**src/rtl/accel_spi_pkg.sv**
```systemverilog
// rtl/accel_spi_pkg.sv - shared state type, command codes and register map for the accel SPI responder
package accel_spi_pkg;

  typedef enum logic [1:0] {
    ST_IDLE = 2'd0,
    ST_CMD  = 2'd1,
    ST_ADDR = 2'd2,
    ST_DATA = 2'd3
  } spi_state_t;

  localparam logic [7:0] CMD_WRITE = 8'h0A;
  localparam logic [7:0] CMD_READ  = 8'h0B;

  localparam logic [7:0] ADDR_DEVID_AD   = 8'h00;
  localparam logic [7:0] ADDR_DEVID_MST  = 8'h01;
  localparam logic [7:0] ADDR_PARTID     = 8'h02;
  localparam logic [7:0] ADDR_XDATA      = 8'h08;
  localparam logic [7:0] ADDR_YDATA      = 8'h09;
  localparam logic [7:0] ADDR_ZDATA      = 8'h0A;
  localparam logic [7:0] ADDR_XDATA_L    = 8'h0E;
  localparam logic [7:0] ADDR_XDATA_H    = 8'h0F;
  localparam logic [7:0] ADDR_YDATA_L    = 8'h10;
  localparam logic [7:0] ADDR_YDATA_H    = 8'h11;
  localparam logic [7:0] ADDR_ZDATA_L    = 8'h12;
  localparam logic [7:0] ADDR_ZDATA_H    = 8'h13;
  localparam logic [7:0] ADDR_SOFT_RESET = 8'h1F;
  localparam logic [7:0] ADDR_POWER_CTL  = 8'h2D;

  localparam logic [7:0] ID_DEVID_AD  = 8'hAD;
  localparam logic [7:0] ID_DEVID_MST = 8'h1D;
  localparam logic [7:0] ID_PARTID    = 8'hF2;

  localparam logic [7:0] SOFT_RESET_KEY = 8'h52;

  // High byte of a 12-bit sample is the top nibble sign-extended to 8 bits.
  function automatic logic [7:0] high_byte(input logic [11:0] s);
    return {{4{s[11]}}, s[11:8]};
  endfunction

  function automatic logic [7:0] reg_read(
    input logic [7:0]  addr,
    input logic [11:0] x,
    input logic [11:0] y,
    input logic [11:0] z,
    input logic [7:0]  pwr
  );
    logic [7:0] v;
    v = 8'h00;
    case (addr)
      ADDR_DEVID_AD:  v = ID_DEVID_AD;
      ADDR_DEVID_MST: v = ID_DEVID_MST;
      ADDR_PARTID:    v = ID_PARTID;
      ADDR_XDATA:     v = x[11:4];
      ADDR_YDATA:     v = y[11:4];
      ADDR_ZDATA:     v = z[11:4];
      ADDR_XDATA_L:   v = x[7:0];
      ADDR_XDATA_H:   v = high_byte(x);
      ADDR_YDATA_L:   v = y[7:0];
      ADDR_YDATA_H:   v = high_byte(y);
      ADDR_ZDATA_L:   v = z[7:0];
      ADDR_ZDATA_H:   v = high_byte(z);
      ADDR_POWER_CTL: v = pwr;
      default:        v = 8'h00;
    endcase
    return v;
  endfunction

endpackage

```
**src/rtl/spi_edge_sync.sv**
```systemverilog
// rtl/spi_edge_sync.sv - synchronizes sclk/mosi/ss and flags sclk rise/fall and ss fall/rise
module spi_edge_sync #(
  parameter int SYNC_STAGES = 2
) (
  input  logic clk,
  input  logic reset,
  input  logic i_sclk,
  input  logic i_mosi,
  input  logic i_ss,
  output logic o_sclk_rise,
  output logic o_sclk_fall,
  output logic o_ss_fall,
  output logic o_ss_rise,
  output logic o_mosi,
  output logic o_ss
);

  logic [SYNC_STAGES-1:0] r_sclk_pipe;
  logic [SYNC_STAGES-1:0] r_mosi_pipe;
  logic [SYNC_STAGES-1:0] r_ss_pipe;
  logic                   r_sclk_d;
  logic                   r_ss_d;

  // ss resets low so a line held low through reset never looks like an idle-high bus.
  always_ff @(posedge clk) begin
    if (reset) begin
      r_sclk_pipe <= '0;
      r_mosi_pipe <= '0;
      r_ss_pipe   <= '0;
      r_sclk_d    <= 1'b0;
      r_ss_d      <= 1'b0;
    end else begin
      r_sclk_pipe <= {r_sclk_pipe[SYNC_STAGES-2:0], i_sclk};
      r_mosi_pipe <= {r_mosi_pipe[SYNC_STAGES-2:0], i_mosi};
      r_ss_pipe   <= {r_ss_pipe[SYNC_STAGES-2:0], i_ss};
      r_sclk_d    <= r_sclk_pipe[SYNC_STAGES-1];
      r_ss_d      <= r_ss_pipe[SYNC_STAGES-1];
    end
  end

  assign o_sclk_rise = r_sclk_pipe[SYNC_STAGES-1] & ~r_sclk_d;
  assign o_sclk_fall = ~r_sclk_pipe[SYNC_STAGES-1] & r_sclk_d;
  assign o_ss_fall   = ~r_ss_pipe[SYNC_STAGES-1] & r_ss_d;
  assign o_ss_rise   = r_ss_pipe[SYNC_STAGES-1] & ~r_ss_d;
  assign o_mosi      = r_mosi_pipe[SYNC_STAGES-1];
  assign o_ss        = r_ss_pipe[SYNC_STAGES-1];

endmodule

```
**src/rtl/accel_spi_responder.sv**
```systemverilog
// rtl/accel_spi_responder.sv - SPI mode-0 register responder for a 3-axis accelerometer
module accel_spi_responder
  import accel_spi_pkg::*;
#(
  parameter int SYNC_STAGES = 2
) (
  input  logic        clk,
  input  logic        reset,
  input  logic        sclk,
  input  logic        mosi,
  input  logic        ss,
  output logic        miso,
  input  logic [11:0] sample_x,
  input  logic [11:0] sample_y,
  input  logic [11:0] sample_z,
  input  logic        sample_valid,
  output logic [7:0]  power_ctl,
  output logic        txn_done
);

  logic w_sclk_rise;
  logic w_sclk_fall;
  logic w_ss_fall;
  logic w_ss_rise;
  logic w_mosi;
  logic w_ss;

  spi_edge_sync #(
    .SYNC_STAGES (SYNC_STAGES)
  ) u_edge_sync (
    .clk         (clk),
    .reset       (reset),
    .i_sclk      (sclk),
    .i_mosi      (mosi),
    .i_ss        (ss),
    .o_sclk_rise (w_sclk_rise),
    .o_sclk_fall (w_sclk_fall),
    .o_ss_fall   (w_ss_fall),
    .o_ss_rise   (w_ss_rise),
    .o_mosi      (w_mosi),
    .o_ss        (w_ss)
  );

  spi_state_t  r_state;
  spi_state_t  w_state_next;
  logic [2:0]  r_bit_cnt;
  logic [6:0]  r_rx;
  logic [7:0]  r_tx;
  logic [7:0]  r_addr;
  logic        r_is_rd;
  logic        r_is_wr;
  logic        r_byte_seen;
  logic        r_armed;
  logic [11:0] r_hold_x;
  logic [11:0] r_hold_y;
  logic [11:0] r_hold_z;
  logic [11:0] r_snap_x;
  logic [11:0] r_snap_y;
  logic [11:0] r_snap_z;
  logic [7:0]  r_power_ctl;
  logic        r_soft_clr;
  logic        r_txn_done;

  logic        w_start;
  logic        w_active;
  logic        w_byte_done;
  logic [7:0]  w_rx_byte;
  logic [7:0]  w_addr_next;

  // A transaction only starts once ss has been seen high since reset.
  assign w_start     = (r_state == ST_IDLE) && w_ss_fall && r_armed;
  assign w_active    = (r_state != ST_IDLE) && !w_ss_rise;
  assign w_byte_done = w_active && w_sclk_rise && (r_bit_cnt == 3'd7);
  assign w_rx_byte   = {r_rx, w_mosi};
  assign w_addr_next = r_addr + 8'd1;

  always_ff @(posedge clk) begin
    if (reset) begin
      r_state <= ST_IDLE;
    end else begin
      r_state <= w_state_next;
    end
  end

  always_comb begin
    w_state_next = r_state;
    case (r_state)
      ST_IDLE: if (w_start) w_state_next = ST_CMD;
      ST_CMD: begin
        if (w_ss_rise)        w_state_next = ST_IDLE;
        else if (w_byte_done) w_state_next = ST_ADDR;
      end
      ST_ADDR: begin
        if (w_ss_rise)        w_state_next = ST_IDLE;
        else if (w_byte_done) w_state_next = ST_DATA;
      end
      ST_DATA: if (w_ss_rise) w_state_next = ST_IDLE;
      default: w_state_next = ST_IDLE;
    endcase
  end

  always_ff @(posedge clk) begin
    if (reset) begin
      r_bit_cnt   <= 3'd0;
      r_rx        <= 7'd0;
      r_tx        <= 8'd0;
      r_addr      <= 8'd0;
      r_is_rd     <= 1'b0;
      r_is_wr     <= 1'b0;
      r_byte_seen <= 1'b0;
      r_armed     <= 1'b0;
      r_hold_x    <= 12'd0;
      r_hold_y    <= 12'd0;
      r_hold_z    <= 12'd0;
      r_snap_x    <= 12'd0;
      r_snap_y    <= 12'd0;
      r_snap_z    <= 12'd0;
      r_power_ctl <= 8'd0;
      r_soft_clr  <= 1'b0;
      r_txn_done  <= 1'b0;
    end else begin
      if (w_ss) r_armed <= 1'b1;

      if (sample_valid) begin
        r_hold_x <= sample_x;
        r_hold_y <= sample_y;
        r_hold_z <= sample_z;
      end

      r_soft_clr <= 1'b0;
      if (r_soft_clr) r_power_ctl <= 8'd0;

      r_txn_done <= w_ss_rise && (r_state != ST_IDLE) && r_byte_seen;

      if (w_start) begin
        r_snap_x    <= r_hold_x;
        r_snap_y    <= r_hold_y;
        r_snap_z    <= r_hold_z;
        r_bit_cnt   <= 3'd0;
        r_rx        <= 7'd0;
        r_tx        <= 8'd0;
        r_is_rd     <= 1'b0;
        r_is_wr     <= 1'b0;
        r_byte_seen <= 1'b0;
      end else if (w_active) begin
        if (w_sclk_rise) begin
          r_bit_cnt <= r_bit_cnt + 3'd1;
          r_rx      <= w_rx_byte[6:0];
          if (w_byte_done) begin
            r_byte_seen <= 1'b1;
            case (r_state)
              ST_CMD: begin
                r_is_rd <= (w_rx_byte == CMD_READ);
                r_is_wr <= (w_rx_byte == CMD_WRITE);
              end
              ST_ADDR: begin
                r_addr <= w_rx_byte;
                r_tx   <= reg_read(w_rx_byte, r_snap_x, r_snap_y, r_snap_z, r_power_ctl);
              end
              ST_DATA: begin
                if (r_is_wr) begin
                  if (r_addr == ADDR_POWER_CTL) r_power_ctl <= w_rx_byte;
                  if ((r_addr == ADDR_SOFT_RESET) && (w_rx_byte == SOFT_RESET_KEY)) r_soft_clr <= 1'b1;
                end
                r_addr <= w_addr_next;
                r_tx   <= reg_read(w_addr_next, r_snap_x, r_snap_y, r_snap_z, r_power_ctl);
              end
              default: r_byte_seen <= 1'b1;
            endcase
          end
        end else if (w_sclk_fall && (r_bit_cnt != 3'd0)) begin
          // The fall right after a byte boundary keeps the freshly loaded MSB on miso.
          r_tx <= {r_tx[6:0], 1'b0};
        end
      end
    end
  end

  assign miso      = (r_state == ST_DATA) && r_is_rd && r_tx[7];
  assign power_ctl = r_power_ctl;
  assign txn_done  = r_txn_done;

endmodule

```
**config.mk**
```make
export PLATFORM = sky130hd
export DESIGN_NAME = accel_spi_responder
export DESIGN_NICKNAME = d
export VERILOG_FILES = /design/src/rtl/accel_spi_pkg.sv /design/src/rtl/spi_edge_sync.sv /design/src/rtl/accel_spi_responder.sv
export SDC_FILE = /design/constraint.sdc
export NUM_CORES = 1
export LEC_CHECK = 0
export ABC_AREA = 1
export CAP_MARGIN = 20
export CELL_PAD_IN_SITES_DETAIL_PLACEMENT = 1
export CELL_PAD_IN_SITES_GLOBAL_PLACEMENT = 1
export CORE_ASPECT_RATIO = 1.4
export CORE_MARGIN = 3
export CORE_UTILIZATION = 40
export DETAILED_ROUTE_END_ITERATION = 10
export HOLD_SLACK_MARGIN = 0.12
export PLACE_DENSITY_LB_ADDON = 0.1
export SLEW_MARGIN = 20
export SYNTH_ARGS = -nofsm -noshare
export SYNTH_HDL_FRONTEND = slang
export SYNTH_SLANG_ARGS = --single-unit
```
**constraint.sdc**
```tcl
create_clock -name clk -period 4.3 [get_ports clk]
set_input_delay 0.43 -clock clk [delete_from_list [all_inputs] [get_ports clk]]
set_output_delay 0.43 -clock clk [all_outputs]
set_load 0.02 [all_outputs]
```
## After elaboration in Yosys (flattened, before gate mapping)

Index checks and enable logic that the tools add are counted.

- Flip-flop bits (word level): 122
- Word-level logic and storage cells: 127
- Bits of input ports: 42
- Output and inout bits: 10

- Reduce and logical (&&, ||, !) cells: 27
- Bitwise logic cells: 14
- Eq/ne operators: 38
- Mux-type cells: 23
- Add/sub/neg operators: 2

Operators by type and width:

| cell | count |
|---|---|
| $pmux W8 S13 | 2 |
| $eq A8 B4 Y1 const B | 11 |
| $mux W8 | 11 |
| $eq A8 B5 Y1 const B | 9 |
| $pmux W8 S2 | 2 |
| $eq A8 B6 Y1 const B | 3 |
| $eq A8 B1 Y1 const B | 2 |
| $eq A8 B2 Y1 const B | 2 |
| $logic_not A8 Y1 | 2 |
| $mux W2 | 6 |
| $reduce_and A4 Y1 | 3 |
| $logic_and A1 B1 Y1 | 11 |
| $not A1 Y1 | 10 |
| $add A8 B1 Y8 const B | 1 |
| $eq A8 B7 Y1 const B | 1 |
| $pmux W2 S4 | 1 |
| $reduce_or A7 Y1 | 1 |
| $ne A3 B3 Y1 const B | 2 |
| $reduce_bool A2 Y1 | 3 |
| $reduce_and A5 Y1 | 1 |
| $and A1 B1 Y1 | 4 |
| $eq A2 B2 Y1 const B | 2 |
| $ne A2 B2 Y1 const B | 2 |
| $add A3 B1 Y3 const B | 1 |
| other kinds (11) | 11 |

## Logic depth before layout (Yosys ltp)

- Word-level depth: 10
- Mapped depth: 17
- Gate-level depth less buffers: 16

## Modules after synthesis

Synthesis repeated with hierarchy kept, for this count alone.

- Cells, all modules: 980
- Area total of the unflattened synthesis: 6,378.6 um2

By module, submodules not included:

| module | instances | sequential area each (um2) | cells an instance | area an instance (um2) |
|---|---|---|---|---|
| accel_spi_responder | 1 | 2,282.2 | 949 | 6,124.6 |
| spi_edge_sync | 1 | 160.2 | 31 | 254.0 |

## Least setup slack after synthesis

No wires, ideal clock.

- Path kind: reg-to-reg
- From: reg r_addr[1]
- To: reg r_tx[2]
- Path slack: 2.413 ns
- Path buffers: 1
- Arrival: 1.815 ns
- Library setup time: 0.073 ns
- Cell stages (with the launch flop): 17
- Required time: 4.227 ns
- Period minus slack after synthesis: 1.887 ns
- Cells stage by stage: dfxtp_1 > ha_1 > nand3_1 > nor2_1 > nand2_1 > nand2_1 > nand2_2 > nor2_4 > buf_6 > nand3_1 > nand2_1 > nor2_1 > nand3_1 > nand2_1 > nand2_1 > nand2_1 > a21oi_1

- Word-level cells in the longest chain between the ends: 6
- Elaborated cells on any way between the ends: 18
- Those cells by class: add/sub: 1; eq/ne: 12; mux: 4; reduce/logical: 1

Ends and longest elaborated chain:

| item | RTL line | RTL |
|---|---|---|
| from (decl) | accel_spi_responder.sv:49 | `logic [7:0] r_addr;` |
| from (signal assigned) | accel_spi_responder.sv:157 | `r_addr <= w_rx_byte;` |
| from (signal assigned) | accel_spi_responder.sv:165 | `r_addr <= w_addr_next;` |
| $add A8 B1 Y8 (*) | accel_spi_responder.sv:75 | `assign w_addr_next = r_addr + 8'd1;` |
| $eq A8 B6 Y1 (tied with other cells) | accel_spi_pkg.sv:49 | `case (addr)` |
| $pmux W8 S13 (*) | accel_spi_pkg.sv:49 |  |
| $pmux W8 S2 (*) | accel_spi_responder.sv:151 | `case (r_state)` |
| $mux W8 (*) | accel_spi_responder.sv:149 | `if (w_byte_done) begin` |
| $mux W8 (*) | accel_spi_responder.sv:146 | `if (w_sclk_rise) begin` |
| to (signal assigned) | accel_spi_responder.sv:158 | `r_tx <= reg_read(w_rx_byte, r_snap_x, r_snap_y, r_snap_z, r_power_ctl);` |
| to (signal assigned) | accel_spi_responder.sv:166 | `r_tx <= reg_read(w_addr_next, r_snap_x, r_snap_y, r_snap_z, r_power_ctl);` |
| to (signal assigned) | accel_spi_responder.sv:173 | `r_tx <= {r_tx[6:0], 1'b0};` |
| to (decl) | accel_spi_responder.sv:48 | `logic [7:0] r_tx;` |

Mark *: on every way between the ends. The rest lies on a longest branch, timed or not. The select of a mux whose other input is x is not followed.
A chain may end at the register's enable or synchronous reset.

## Worst setup path in the final report

- From: reg r_state[0]
- To: out miso

- Word-level cells in the longest chain between the ends: 3

Ends and longest elaborated chain:

| item | RTL line | RTL |
|---|---|---|
| from (decl) | accel_spi_responder.sv:44 | `spi_state_t r_state;` |
| from (signal assigned) | accel_spi_responder.sv:81 | `r_state <= w_state_next;` |
| $eq A2 B2 Y1 | accel_spi_responder.sv:179 | `assign miso = (r_state == ST_DATA) && r_is_rd && r_tx[7];` |
| $logic_and A1 B1 Y1 (2 in a row) | accel_spi_responder.sv:179 |  |
| to (decl) | accel_spi_responder.sv:12 | `output logic miso,` |

Every way passes these cells.

==> impl_metrics.py <==
metrics = {
    "run_status": {
        "outcome": "finished, final reports clean",
    },
    "cts": {
        "hold_buffers": 0,
        "htreeDepth": 4,
        "cts.clk_slew.worst_paths_ps": 60,
        "root_buffer": "clkbuf_16",
        "ctsResizeCount": 0,
        "cts_buffers": 17,
        "clkLatencyLatePin_ps": 420,
        "cts_tree": "done",
        "cts_buffer_depth": 2,
        "cts.sinks": 122,
        "cts_setup_buffers": 0,
    },
    "global_routing": {
        "grt_pass1_vias": 6904,
        "antenna_found_initial": 0,
        "grt_max_degree": 59,
        "grt-ovfl-total": 0,
        "globalRouteTotalUtil_pct": 27.12,
        "grt_pass1_wl_mm": 36.98,
    },
    "synthesis": {
        "synthCells": 979,
        "synth_commonest_cells": "nor2_1, nand2_1, dfxtp_1",
        "yosys.area.top_type": "dfxtp_1",
        "synth_area_leaders": "dfxtp_1, nor2_1, nand2_1, o21ai_0, nand3_1",
        "ys_seq_area_share_pct": 38.38,
        "synthDistinctLibCells": 33,
        "synth_top_area_share_pct": 38.38,
        "synth_nets": 1028,
        "ys.flop_type": "dfxtp_1",
        "synth.ff_latch_count": 122,
        "synthesis.area_um2": 6364,
        "ys.warnings.count": 0,
        "avgSynthCellArea_um2": 6.500,
        "async_flop_share_pct": 0,
        "synth.most_common_cell": "nor2_1",
        "synth-edff-count": 0,
    },
    "finish": {
        "diodes": 0,
        "drive_above_1_share_pct": 6.426,
        "nets": 1063,
        "stdcell_count": 1219,
        "stdcell_area_um2": 7567,
        "utilization_pct": 49.40,
        "area_growth_pct": 18.91,
    },
    "critical_path": {
        "startpoint_type": "flop",
        "cp-end-kind": "primary output",
        "crit_arrival_ps": 2440,
        "criticalPathCategory": "flop to primary output",
        "worstPathRequired_ps": 3870,
        "cp_max_fo": 20,
    },
    "die": {
        "die_height_um": 155.2,
        "core.rowCount": 53,
        "ios": 52,
        "core_area_um2": 15320,
        "start_util_pct": 41.54,
        "die_w_um": 112.6,
        "dieArea_um2": 17480,
    },
    "placement": {
        "portBuffers": 51,
        "gp_congestion": 0.9428,
        "dpl.cell_count": 1187,
        "place_hpwl_mm": 17.63,
        "placed_area_um2": 6958,
    },
    "timing": {
        "skew_ps": 9.451,
        "final-max-slew-violation-count": 0,
        "min_period_over_period_pct": 66.68,
        "rsz0062_at_grt": "no",
        "tightest_slew_ps": 1054,
        "relSlewSlack_pct": 29.26,
        "fin_crit_ps": 2867,
        "hold_violations": 0,
        "finalSetupViolCount": 0,
        "fmax_mhz": 348.8,
        "setup-tns-final_ps": 0,
    },
    "route": {
        "drt-initial-drc-count": 437,
        "ant_nets": 0,
        "vias": 6673,
        "routed_wl_mm": 23.20,
        "avgRoutedWirePerCell_um": 19.03,
        "viasPerCell": 5.474,
        "drt-pass1-iter-count": 5,
        "route.detailed.drc": 0,
    },
    "power_and_ir_drop": {
        "power_density_nw_per_um2": 381.1,
        "totalPowerFinal_mw": 2.884,
        "leakagePower_nw": 3.030,
        "vdd_drop_max_uv": 201.7,
    },
    "worst_hold_path": {
        "worst_hold_path_type": "flop to flop",
    },
    "job": {
        "drv_cap": 0,
    },
}
## metrics by stage
step	worst slack, ps	hold WS [ps]
after floorplan	2413	388.3
after global routing	1293	424.4
after CTS	1464	406.4
after detailed placement	1656	403.1
after global placement	1696	393.7
final	1433	400.7
## sequential cells by signal (all words and copies together), names as in the netlist, 3 cells and up
signal,cells
power_ctl,8
r_addr,8
r_bit_cnt,3
r_hold_x,12
r_hold_y,12
r_hold_z,12
r_rx,7
r_snap_x,12
r_snap_y,12
r_snap_z,12
r_tx,8
## cell usage in the layout (no fill, tap or decap), types with 7 or more instances in the layout
cell / n
nor2_1: 207
nand2_1: 155
dfxtp_1: 122
o21ai_0: 108
nand3_1: 95
inv_1: 83
a21oi_1: 74
clkdlybuf4s50_1: 51
clkbuf_16: 17
nand4_1: 13
nor3_1: 11
o21ai_1: 8
nor2_2: 8
a211oi_1: 7
nand2_2: 7
ha_1: 7
## routing by layer
layer | up-vias | global-route usage [%] | routed length (um)
met3 | 57 | 4.202 | 849
met2 | 176 | 47.85 | 11720
li1 | 3285 | - | -
met1 | 3155 | 31.13 | 9457
met4 | 0 | 14.66 | 1167
met5 | - | 0 | 0
## where the power goes
group / internal [mW] / leakage, nW / total [mW] / switching [mW]
registers: 1.17 / 0.994 / 1.19 / 0.0236
logic: 0.0795 / 1.73 / 0.198 / 0.118
clock network: 0.932 / 0.302 / 1.50 / 0.565
## cell type report
| type | instances | area [um2] |
|---|---|---|
| Clock buffer | 19 | 442.9 |
| Sequential cell | 122 | 2442 |
| Timing Repair Buffer | 57 | 555.5 |
| Inverter | 91 | 341.6 |
| Clock inverter | 13 | 166.4 |
| Tap cell | 192 | 240.2 |
| Fill cell | 2055 | 7751 |
| Multi-Input combinational cell | 725 | 3378 |
## worst paths after layout
path,startpoint,end,slack [ps],cells past startpoint
worst max-delay path,r_state[0]$_SDFFE_PP0P_,miso,1430,3
worst min-delay path,u_edge_sync.r_sclk_pipe[0]$_SDFF_PP0_,u_edge_sync.r_sclk_pipe[1]$_SDFF_PP0_,400,2
worst max register to register,r_addr[1]$_SDFFE_PP0P_,r_tx[7]$_SDFFE_PP0P_,1610,15
worst min register to register,u_edge_sync.r_sclk_pipe[0]$_SDFF_PP0_,u_edge_sync.r_sclk_pipe[1]$_SDFF_PP0_,400,2
## kinds of logic (layout without fill, tap and decap cells)
family,count (synthesis),count (layout),synth area share [%]
fa+ha+maj,7,7,1.376
buf+inv,132,180,8.612
compound gates,210,210,17.38
simple gates,508,508,34.25
flops,122,122,38.38
## worst max-delay path: stages, from the launching register on
cell and delay, ps:
dfxtp_1 500, nand2_1 590, nor2_1 300, clkdlybuf4s50_1 630
Note: power is estimated with default switching activity, not from simulation.
